[config.mk]
export PLATFORM = sky130hd
export DESIGN_NAME = sensor_echo_emulator
export DESIGN_NICKNAME = d
export VERILOG_FILES = /design/src/rtl/sensor_emul_pkg.sv /design/src/rtl/contador_m.sv /design/src/rtl/sensor_echo_emulator.sv
export SDC_FILE = /design/constraint.sdc
export NUM_CORES = 1
export LEC_CHECK = 0
export CAP_MARGIN = 10
export CORE_UTILIZATION = 55
export DETAILED_ROUTE_END_ITERATION = 12
export PLACE_DENSITY = 0.76
export SETUP_SLACK_MARGIN = 0.02
export SKIP_CTS_REPAIR_TIMING = 1
export SLEW_MARGIN = 20
export SYNTH_ARGS = -nofsm -noshare
export SYNTH_HDL_FRONTEND = slang
export SYNTH_HIERARCHICAL = 1
export SYNTH_SLANG_ARGS = --single-unit
[constraint.sdc]
create_clock -name clock -period 2.4 [get_ports clock]
set_clock_uncertainty 0.05 [all_clocks]
set_input_delay 0.6 -clock clock [delete_from_list [all_inputs] [get_ports clock]]
set_output_delay 0.6 -clock clock [all_outputs]
set_load 0.05 [all_outputs]
[src/rtl/sensor_emul_pkg.sv]
`default_nettype none
// ============================================================================
// Module   : sensor_emul_pkg
// Brief    : State codes and shared defaults for the HC-SR04 echo emulator
// Revision : 1.0 - initial release
// ============================================================================
package sensor_emul_pkg;

    typedef enum logic [3:0] {
        ST_OCIOSA       = 4'd0,
        ST_MEDE_TRIGGER = 4'd1,
        ST_ESPERA_BURST = 4'd2,
        ST_ECO          = 4'd3,
        ST_SEM_ECO      = 4'd4,
        ST_RECUPERA     = 4'd5
    } estado_t;

    localparam int DEF_CYCLES_PER_CM = 2941;
    localparam int DEF_MAX_CM        = 400;
    localparam int DIST_W            = 9;

    function automatic int cnt_width(input int m);
        return (m > 1) ? $clog2(m) : 1;
    endfunction

endpackage
`default_nettype wire

[src/rtl/contador_m.sv]
`default_nettype none
// ============================================================================
// Module   : contador_m
// Brief    : Modulo-M counter with enable, synchronous clear and end-of-count
// Revision : 1.0 - initial release
// ============================================================================
module contador_m
    import sensor_emul_pkg::*;
#(
    parameter int M = 10,
    parameter int W = cnt_width(M)
) (
    input  logic         clock,
    input  logic         reset,
    input  logic         clear_i,
    input  logic         enable_i,
    output logic [W-1:0] count_o,
    output logic         fim_o
);

    localparam logic [W-1:0] LAST = W'(M - 1);

    logic [W-1:0] count_q;
    logic [W-1:0] count_d;

    always_comb begin
        count_d = count_q;
        if (clear_i) begin
            count_d = '0;
        end else if (enable_i) begin
            count_d = (count_q == LAST) ? '0 : count_q + W'(1);
        end
    end

    always_ff @(posedge clock) begin
        if (reset) begin
            count_q <= '0;
        end else begin
            count_q <= count_d;
        end
    end

    assign count_o = count_q;
    assign fim_o   = (count_q == LAST);

endmodule
`default_nettype wire

[src/rtl/sensor_echo_emulator.sv]
`default_nettype none
// ============================================================================
// Module   : sensor_echo_emulator
// Brief    : HC-SR04 responder: validates trigger, waits burst delay, then
//            drives echo for distance x CYCLES_PER_CM cycles
// Revision : 1.0 - initial release
// ============================================================================
module sensor_echo_emulator
    import sensor_emul_pkg::*;
#(
    parameter int CYCLES_PER_CM     = DEF_CYCLES_PER_CM,
    parameter int TRIG_MIN_CYCLES   = 500,
    parameter int ECHO_DELAY_CYCLES = 10000,
    parameter int MAX_CM            = DEF_MAX_CM,
    parameter int NO_ECHO_CYCLES    = 1500000,
    parameter int HOLDOFF_CYCLES    = 500
) (
    input  logic              clock,
    input  logic              reset,
    input  logic              habilita,
    input  logic              trigger,
    input  logic [DIST_W-1:0] distancia,
    output logic              echo,
    output logic              ocupado,
    output logic              medida_fim,
    output logic [3:0]        db_estado
);

    localparam logic [DIST_W-1:0] MAX_CM_V = DIST_W'(MAX_CM);
    localparam int TRIG_M  = TRIG_MIN_CYCLES + 1;
    localparam int CM_M    = 1 << DIST_W;

    estado_t             estado_q;
    estado_t             estado_d;
    logic                trig_prev_q;
    logic [DIST_W-1:0]   dist_q;
    logic                echo_q;
    logic                ocupado_q;
    logic                medida_fim_q;
    logic [3:0]          db_estado_q;

    logic                w_trig_rise;
    logic                w_trig_sat;
    logic                w_delay_fim;
    logic                w_window_fim;
    logic                w_holdoff_fim;
    logic                w_sub_fim;
    logic [DIST_W-1:0]   w_cm_count;
    logic                w_dist_ok;
    logic                w_eco_fim;
    logic                w_in_mede;
    logic                w_in_eco;

    logic [cnt_width(TRIG_M)-1:0]            w_trig_cnt_unused;
    logic [cnt_width(ECHO_DELAY_CYCLES)-1:0] w_delay_cnt_unused;
    logic [cnt_width(NO_ECHO_CYCLES)-1:0]    w_window_cnt_unused;
    logic [cnt_width(HOLDOFF_CYCLES)-1:0]    w_holdoff_cnt_unused;
    logic [cnt_width(CYCLES_PER_CM)-1:0]     w_sub_cnt_unused;
    logic                                    w_cm_wrap_unused;

    assign w_in_mede   = (estado_q == ST_MEDE_TRIGGER);
    assign w_in_eco    = (estado_q == ST_ECO);
    // A trigger already high on entry to idle leaves trig_prev_q set, so it is not an edge
    assign w_trig_rise = (estado_q == ST_OCIOSA) && habilita && trigger && !trig_prev_q;
    assign w_dist_ok   = (dist_q != '0) && (dist_q <= MAX_CM_V);
    assign w_eco_fim   = w_sub_fim && (w_cm_count == dist_q - DIST_W'(1));

    // Saturates at TRIG_MIN_CYCLES; loaded to 1 on the accepting edge
    contador_m #(.M(TRIG_M)) u_trig (
        .clock    (clock),
        .reset    (reset),
        .clear_i  (!w_in_mede && !w_trig_rise),
        .enable_i (w_trig_rise || (w_in_mede && trigger && !w_trig_sat)),
        .count_o  (w_trig_cnt_unused),
        .fim_o    (w_trig_sat)
    );

    contador_m #(.M(ECHO_DELAY_CYCLES)) u_delay (
        .clock    (clock),
        .reset    (reset),
        .clear_i  (estado_q != ST_ESPERA_BURST),
        .enable_i (estado_q == ST_ESPERA_BURST),
        .count_o  (w_delay_cnt_unused),
        .fim_o    (w_delay_fim)
    );

    contador_m #(.M(NO_ECHO_CYCLES)) u_window (
        .clock    (clock),
        .reset    (reset),
        .clear_i  (estado_q != ST_SEM_ECO),
        .enable_i (estado_q == ST_SEM_ECO),
        .count_o  (w_window_cnt_unused),
        .fim_o    (w_window_fim)
    );

    contador_m #(.M(HOLDOFF_CYCLES)) u_holdoff (
        .clock    (clock),
        .reset    (reset),
        .clear_i  (estado_q != ST_RECUPERA),
        .enable_i (estado_q == ST_RECUPERA),
        .count_o  (w_holdoff_cnt_unused),
        .fim_o    (w_holdoff_fim)
    );

    // Echo length is cm x sub-count, so no multiplier is needed
    contador_m #(.M(CYCLES_PER_CM)) u_sub (
        .clock    (clock),
        .reset    (reset),
        .clear_i  (!w_in_eco),
        .enable_i (w_in_eco),
        .count_o  (w_sub_cnt_unused),
        .fim_o    (w_sub_fim)
    );

    contador_m #(.M(CM_M)) u_cm (
        .clock    (clock),
        .reset    (reset),
        .clear_i  (!w_in_eco),
        .enable_i (w_in_eco && w_sub_fim),
        .count_o  (w_cm_count),
        .fim_o    (w_cm_wrap_unused)
    );

    always_comb begin
        estado_d = estado_q;
        if (!habilita) begin
            estado_d = ST_OCIOSA;
        end else begin
            case (estado_q)
                ST_OCIOSA:       if (w_trig_rise)   estado_d = ST_MEDE_TRIGGER;
                ST_MEDE_TRIGGER: if (!trigger)      estado_d = w_trig_sat ? ST_ESPERA_BURST : ST_OCIOSA;
                ST_ESPERA_BURST: if (w_delay_fim)   estado_d = w_dist_ok ? ST_ECO : ST_SEM_ECO;
                ST_ECO:          if (w_eco_fim)     estado_d = ST_RECUPERA;
                ST_SEM_ECO:      if (w_window_fim)  estado_d = ST_RECUPERA;
                ST_RECUPERA:     if (w_holdoff_fim) estado_d = ST_OCIOSA;
                default:                            estado_d = ST_OCIOSA;
            endcase
        end
    end

    always_ff @(posedge clock) begin
        if (reset) begin
            estado_q     <= ST_OCIOSA;
            trig_prev_q  <= 1'b0;
            dist_q       <= '0;
            echo_q       <= 1'b0;
            ocupado_q    <= 1'b0;
            medida_fim_q <= 1'b0;
            db_estado_q  <= 4'd0;
        end else begin
            estado_q     <= estado_d;
            trig_prev_q  <= trigger;
            if (w_in_mede && (estado_d == ST_ESPERA_BURST)) begin
                dist_q <= distancia;
            end
            echo_q       <= (estado_d == ST_ECO);
            ocupado_q    <= (estado_d != ST_OCIOSA);
            // Recovery is only entered from eco/sem_eco, i.e. on a completed request
            medida_fim_q <= (estado_d == ST_RECUPERA) && (estado_q != ST_RECUPERA);
            db_estado_q  <= estado_d;
        end
    end

    assign echo       = echo_q;
    assign ocupado    = ocupado_q;
    assign medida_fim = medida_fim_q;
    assign db_estado  = db_estado_q;

endmodule
`default_nettype wire

==> results of run 1 <==
-- state kept, by name, indices dropped and copies added, names as in the netlist --
register	flops
u_holdoff/count_o	9
u_window/count_o	21
dist_q	9
medida_fim	1
u_delay/count_o	14
db_estado	4
u_trig/count_o	9
u_cm/count_o	9
u_sub/count_o	12
ocupado	1
trig_prev_q	1
echo	1
-- critical path, cell delays in order (launching register included) --
cell	delay, ns
dfxtp_1	0.32
inv_1	0.10
ha_4	0.16
or4b_4	0.49
a211oi_2	0.17
o21ai_1	0.11
a221o_1	0.38
o221a_1	0.30
nor3_2	0.17
-- final cells by class --
type,instances,area (um^2),share of cell area [%]
inverters,23,86.3,1.53
well taps,108,135,2.39
multi-input cells,444,2950,52.2
clock inverters,6,72.6,1.28
flip-flops and latches,91,1820,32.3
clock buffers,10,138,2.44
repair buffers,53,443,7.84
-- synth_stat cells, types with 3 or more instances --
cell type / number / area, um^2
dfxtp_1: 91 / 1820
nor2_1: 62 / 233
nand2_1: 44 / 165
nand3_1: 37 / 185
a21oi_1: 30 / 150
xnor2_1: 25 / 219
xor2_1: 24 / 210
inv_1: 23 / 86.3
nand4_1: 23 / 144
o21ai_0: 17 / 85.1
nor3_1: 14 / 70.1
ha_1: 12 / 150
or3_1: 10 / 62.6
nand2b_1: 9 / 56.3
nor2_2: 9 / 56.3
a31oi_1: 8 / 50.1
nor4_1: 8 / 50.1
clkbuf_1: 7 / 26.3
mux2i_1: 7 / 70.1
and3_1: 6 / 37.5
and4_1: 6 / 52.6
buf_2: 6 / 30.0
or4_1: 6 / 45.0
o31ai_1: 5 / 37.5
or2_2: 5 / 31.3
a211oi_1: 4 / 30.0
nand3b_1: 4 / 30.0
nor3b_1: 4 / 30.0
and4_2: 3 / 30.0
nand4_2: 3 / 37.5
o21a_1: 3 / 22.5
o311ai_0: 3 / 26.3
-- worst min-delay path by stage --
| stage | from | to |
|---|---|---|
| 5_1_grt | u_trig/count_o[8] | u_trig/count_o[8] |
| 2_1_floorplan | u_holdoff/count_o[8] | u_holdoff/count_o[8] |
| 3_5_place_dp | u_holdoff/count_o[8] | u_holdoff/count_o[8] |
| 4_1_cts | u_holdoff/count_o[8] | u_holdoff/count_o[8] |
| 3_3_place_gp | u_window/count_o[20] | u_window/count_o[20] |
| 6_report | u_holdoff/count_o[8] | u_holdoff/count_o[8] |
-- through the flow --
stage          power (mW)  setup TNS, ns  cells  area [um^2]  setup WS [ns]
2_1_floorplan        1.57              0    576         4890         0.0271
3_3_place_gp         1.61        -0.0287    717         5360        -0.0287
3_5_place_dp         1.61         -0.127    717         5360        -0.0934
4_1_cts              2.69              0    733         5570         0.0114
5_1_grt              2.75              0    735         5650         0.0195
6_report             2.65              0    735         5650         0.0694
-- kinds of logic (layout without fill, tap and decap cells) --
kind of cell             Yosys count  count (layout)  synth area share (%)
other                              1               1                0.0767
AO/OA/AOI/OAI                     94              94                  13.0
XOR/XNOR                          49              49                  8.78
adder cells (fa/ha/maj)           12              12                  3.07
flip-flops                        91              91                  37.3
buffers and inverters             41              92                  3.84
AND/OR/NAND/NOR                  281             281                  32.5
multiplexers                       7               7                  1.43
-- layer usage --
metal	track usage (%)	vias up
met1	27.8	2074
met3	4.19	17
met5	0	-
li1	-	2177
met2	41.4	101
met4	8.71	0
-- power by group through the flow --
stage / logic (mW) / registers (mW) / clock network [mW]
final: 0.0603 / 1.51 / 1.08
after global routing: 0.0660 / 1.51 / 1.17
after detailed placement: 0.0603 / 1.55 / 0
after CTS: 0.0606 / 1.51 / 1.12
after floorplan: 0.0166 / 1.55 / 0
after global placement: 0.0594 / 1.55 / 0
==> results.py, run 1 <==
metrics = {
    "run_status": {
        "status": "complete, no violations",
    },
    "grt": {
        "antenna_found_initial": 0,
        "grt_pass1_vias": 3889,
        "grt.overflow.total": 0,
        "grtUsageTotal_pct": 23.3,
        "grt_max_degree": 18,
        "grt_pass1_wl_mm": 17.0,
    },
    "critical_path": {
        "path_class": "reg2reg",
        "crit_path_start": "dist_q[1]",
        "cp-end-kind": "register",
        "r2r-start": "dist_q[1]",
        "crit_fanout": 5,
        "endpoint": "medida_fim",
        "arrival_ns": 2.56,
        "reg2reg_to": "medida_fim",
        "start_kind": "register",
        "rrSetupSlack_ns": 0.07,
        "cp.required_ns": 2.63,
        "ff2ff_path_depth": 8,
    },
    "final_layout": {
        "layout_common_cells": "dfxtp_1, nor2_1, nand2_1, nand3_1, buf_4",
        "fill_cells": 703,
        "synthToLayoutAreaGrowth_pct": 15.6,
        "drive_gt1_share_pct": 16.6,
        "layout_commonest_cell": "dfxtp_1",
        "nets": 647,
        "final_util_pct": 65.1,
        "antenna_cells": 0,
    },
    "routing": {
        "viasPerCell": 5.94,
        "finalWirelength_mm": 10.7,
        "top_layer": "met4",
        "dr_wl_met2_mm": 5.38,
        "drt-met1-wl_mm": 4.72,
        "drc_errors": 0,
        "drt_iter0_drc": 250,
        "route.met3.wl_um": 407,
        "drtAntennaViolNets": 0,
        "via_count": 4369,
        "drt_pass1_iterations": 6,
        "wl_per_cell_um": 14.5,
    },
    "power_and_ir_drop": {
        "p_sw_share_pct": 22.3,
        "pwr-share-seq_pct": 57.0,
        "p_sw_uw": 591,
        "pwr-share-clk_pct": 40.8,
        "powerDensity_nw_per_um2": 470,
        "intPower_mw": 2.06,
        "p_comb_share_pct": 2.3,
        "p_leak_nw": 1.73,
        "vdd_ir_drop_max_v": 0.000369,
    },
    "die": {
        "rows": 34,
        "die_h_um": 96.3,
        "coreArea_um2": 8680,
        "die_area_um2": 9270,
        "die_w_um": 96.3,
        "initial_core_util_pct": 56.3,
        "io_pins": 20,
    },
    "placement": {
        "gp_congestion": 0.859,
        "dp_hpwl_mm": 7.71,
        "io_buffers": 19,
    },
    "cts": {
        "cts_max_level": 3,
        "clock_sinks": 91,
        "cts_buffers": 9,
        "root_buffer": "clkbuf_8",
        "insertion_delay_ns": 0.35,
        "cts.path.max_buffers": 2,
        "cts.clk_slew.worst_paths_ns": 0.09,
        "cts_tree": "yes",
    },
    "logic_synthesis": {
        "yosysWarnings": 6,
        "synth-async-reset-ratio_pct": 0,
        "synth_enable_flop_cells": 0,
        "ys_seq_area_share_pct": 37.3,
        "synthFlopType": "dfxtp_1",
        "ys_types": 74,
        "ys_seq_elements": 91,
        "syn_nets": 601,
        "synthesis.area_um2": 4890,
        "syn_area_per_cell_um2": 8.48,
        "syn_inst": 576,
    },
    "timing": {
        "fmax_mhz": 429,
        "post-route-period-util_pct": 97.1,
        "grt_setup_unrepaired": "false",
        "holdWs_ns": 0.439,
        "maxSlewHeadroom_pct": 51.8,
        "worst_pin_slew_ns": 0.722,
        "finalSetupViolCount": 0,
        "min_period_ns": 2.33,
        "slew_viol_final": 0,
        "hold_violations": 0,
    },
    "worst_hold_path": {
        "min_path_cells": 1,
        "hold_class": "reg2reg",
    },
    "job": {
        "drv_cap": 0,
    },
}
Power figures use the tool's default switching activity.
==> run 2, diff against run 1 <==
- CORE_UTILIZATION: 55 -> 61
- PLACE_DENSITY: 0.76 -> 0.8
- clock period: 2.4 -> 2.3 ns (I/O delays scaled with it)
==> run 2 against run 1 <==
Total power grew 5.5%. Routed wire length increased by 1.2%. Critical endpoint unchanged. Global-route usage rose by 3.1 points.
==> results.py, run 2 (synthesized netlist as in run 1, its figures left out) <==
metrics = {
    "cts": {
        "cts_buffers": 9,
        "cts.path.max_buffers": 2,
        "root_buffer": "clkbuf_8",
        "clock_sinks": 91,
        "cts_max_level": 3,
        "insertion_delay_ns": 0.36,
        "cts_tree": "yes",
        "cts.clk_slew.worst_paths_ns": 0.08,
    },
    "timing": {
        "slew_viol_final": 0,
        "finalSetupViolCount": 0,
        "worst_pin_slew_ns": 0.580,
        "fmax_mhz": 446,
        "min_period_ns": 2.24,
        "setup_ws_ns": 0.0562,
        "maxSlewHeadroom_pct": 61.2,
        "post-route-period-util_pct": 97.6,
        "hold_violations": 0,
        "holdWs_ns": 0.429,
        "setup_tns_ns": 0,
    },
    "critical_path": {
        "reg2reg_to": "medida_fim",
        "path_class": "reg2reg",
        "start_kind": "register",
        "crit_path_start": "dist_q[1]",
        "cp-end-kind": "register",
        "arrival_ns": 2.49,
        "cp.required_ns": 2.54,
        "ff2ff_path_depth": 9,
        "r2r-start": "dist_q[1]",
        "rrSetupSlack_ns": 0.06,
        "crit_fanout": 4,
    },
    "grt": {
        "grtUsageTotal_pct": 26.4,
        "grt_pass1_wl_mm": 18.1,
        "grt_max_degree": 25,
        "grt_pass1_vias": 4096,
        "antenna_found_initial": 0,
        "grt_use_met3_pct": 4.36,
        "grt.overflow.total": 0,
        "use_met2_pct": 45.7,
        "gr-max-usage-layer": "met2",
        "met1_usage_pct": 32.8,
    },
    "routing": {
        "drt_pass1_iterations": 4,
        "drc_errors": 0,
        "finalWirelength_mm": 10.8,
        "via_count": 4389,
        "viasPerCell": 5.96,
        "drtAntennaViolNets": 0,
        "drt_iter0_drc": 189,
        "wl_per_cell_um": 14.7,
    },
    "power_and_ir_drop": {
        "p_sw_uw": 584,
        "pwr-share-seq_pct": 56.3,
        "pwr-share-clk_pct": 41.5,
        "p_total_mw": 2.80,
        "vdd_ir_drop_max_v": 0.000382,
        "p_comb_share_pct": 2.1,
        "intPower_mw": 2.22,
        "powerDensity_nw_per_um2": 489,
        "p_leak_nw": 1.78,
        "p_sw_share_pct": 20.8,
    },
    "final_layout": {
        "fin_area_um2": 5730,
        "layout_common_cells": "dfxtp_1, nor2_1, nand2_1, buf_4, nand3_1",
        "layout_commonest_cell": "dfxtp_1",
        "synthToLayoutAreaGrowth_pct": 17.2,
        "antenna_cells": 0,
        "nets": 654,
        "drive_gt1_share_pct": 18.8,
        "largest_reg_flops": 21,
    },
    "placement": {
        "gp_congestion": 0.855,
        "dp_hpwl_mm": 7.48,
        "io_buffers": 19,
        "placed_area_um2": 5390,
        "pre_cts_ws_ns": -0.185,
    },
    "worst_hold_path": {
        "hold_class": "reg2reg",
        "min-delay-start": "dist_q[0]",
        "min_path_cells": 2,
        "hold_end": "dist_q[0]",
    },
    "die": {
        "coreArea_um2": 7730,
        "rows": 32,
        "die_area_um2": 8370,
        "io_pins": 20,
        "die_w_um": 91.5,
        "die_h_um": 91.5,
        "initial_core_util_pct": 63.2,
    },
    "run_status": {
        "status": "complete, no violations",
    },
    "job": {
        "drv_cap": 0,
    },
}
-- run 2: cell types whose count changed in the layout (fill, tap and decap cells not counted), sizes merged --
cell	before	now
inv	25	24
clkinvlp	1	0
buf	35	42
clkbuf	10	11
bufinv	1	2
-- run 2: worst max path at each step --
stage	cells after the start	slack (ns)	endpoint
2_1_floorplan	8	0.04	u_window/count_o[19]
3_3_place_gp	7	-0.08	u_trig/count_o[7]
3_5_place_dp	7	-0.18	u_trig/count_o[7]
4_1_cts	7	-0.08	db_estado[1]
5_1_grt	9	-0.01	medida_fim
6_report	9	0.06	medida_fim
-- run 2: metal layers --
| layer | part of all wire [%] | up-vias |
|---|---|---|
| li1 | - | 2193 |
| met1 | 45 | 2088 |
| met2 | 49 | 90 |
| met3 | 3.6 | 18 |
| met4 | 1.9 | 0 |
| met5 | 0 | - |
-- run 2: final cells by class --
class | instances | area [um^2]
Clock buffer | 11 | 131
Sequential cell | 91 | 1830
Clock inverter | 5 | 76.3
Tap cell | 102 | 128
Multi-Input combinational cell | 444 | 2970
Fill cell | 577 | 2000
Inverter | 23 | 86.3
Timing Repair Buffer | 60 | 499
-- run 2: per-stage QoR --
| stage | utilization (%) | instances |
|---|---|---|
| detailed placement | 69.8 | 716 |
| finish | 74.1 | 736 |
| global route | 74.1 | 736 |
| global placement | 69.8 | 716 |
| floorplan | - | 576 |
| CTS | 72.5 | 732 |
-- run 2: power by group through the flow --
stage / registers (mW) / logic (mW) / clock network [mW]
6_report: 1.58 / 0.0600 / 1.16
5_1_grt: 1.58 / 0.0643 / 1.25
4_1_cts: 1.58 / 0.0591 / 1.19
3_5_place_dp: 1.61 / 0.0589 / 0
3_3_place_gp: 1.61 / 0.0576 / 0
2_1_floorplan: 1.62 / 0.0173 / 0
-- run 2: worst max-delay path: stages (launching register included) --
cell and delay, ns:
dfxtp_2 0.34, inv_2 0.07, ha_4 0.15, or4b_4 0.50
buf_6 0.14, nor3b_2 0.14, a31oi_1 0.08, o21a_1 0.23
or3_1 0.32, nor3_2 0.16
==> run 3, diff against run 2 <==
- SLEW_MARGIN: 20 -> not set
==> results of run 3 <==
Final layout, timing and power as in run 2 (identical DEF).
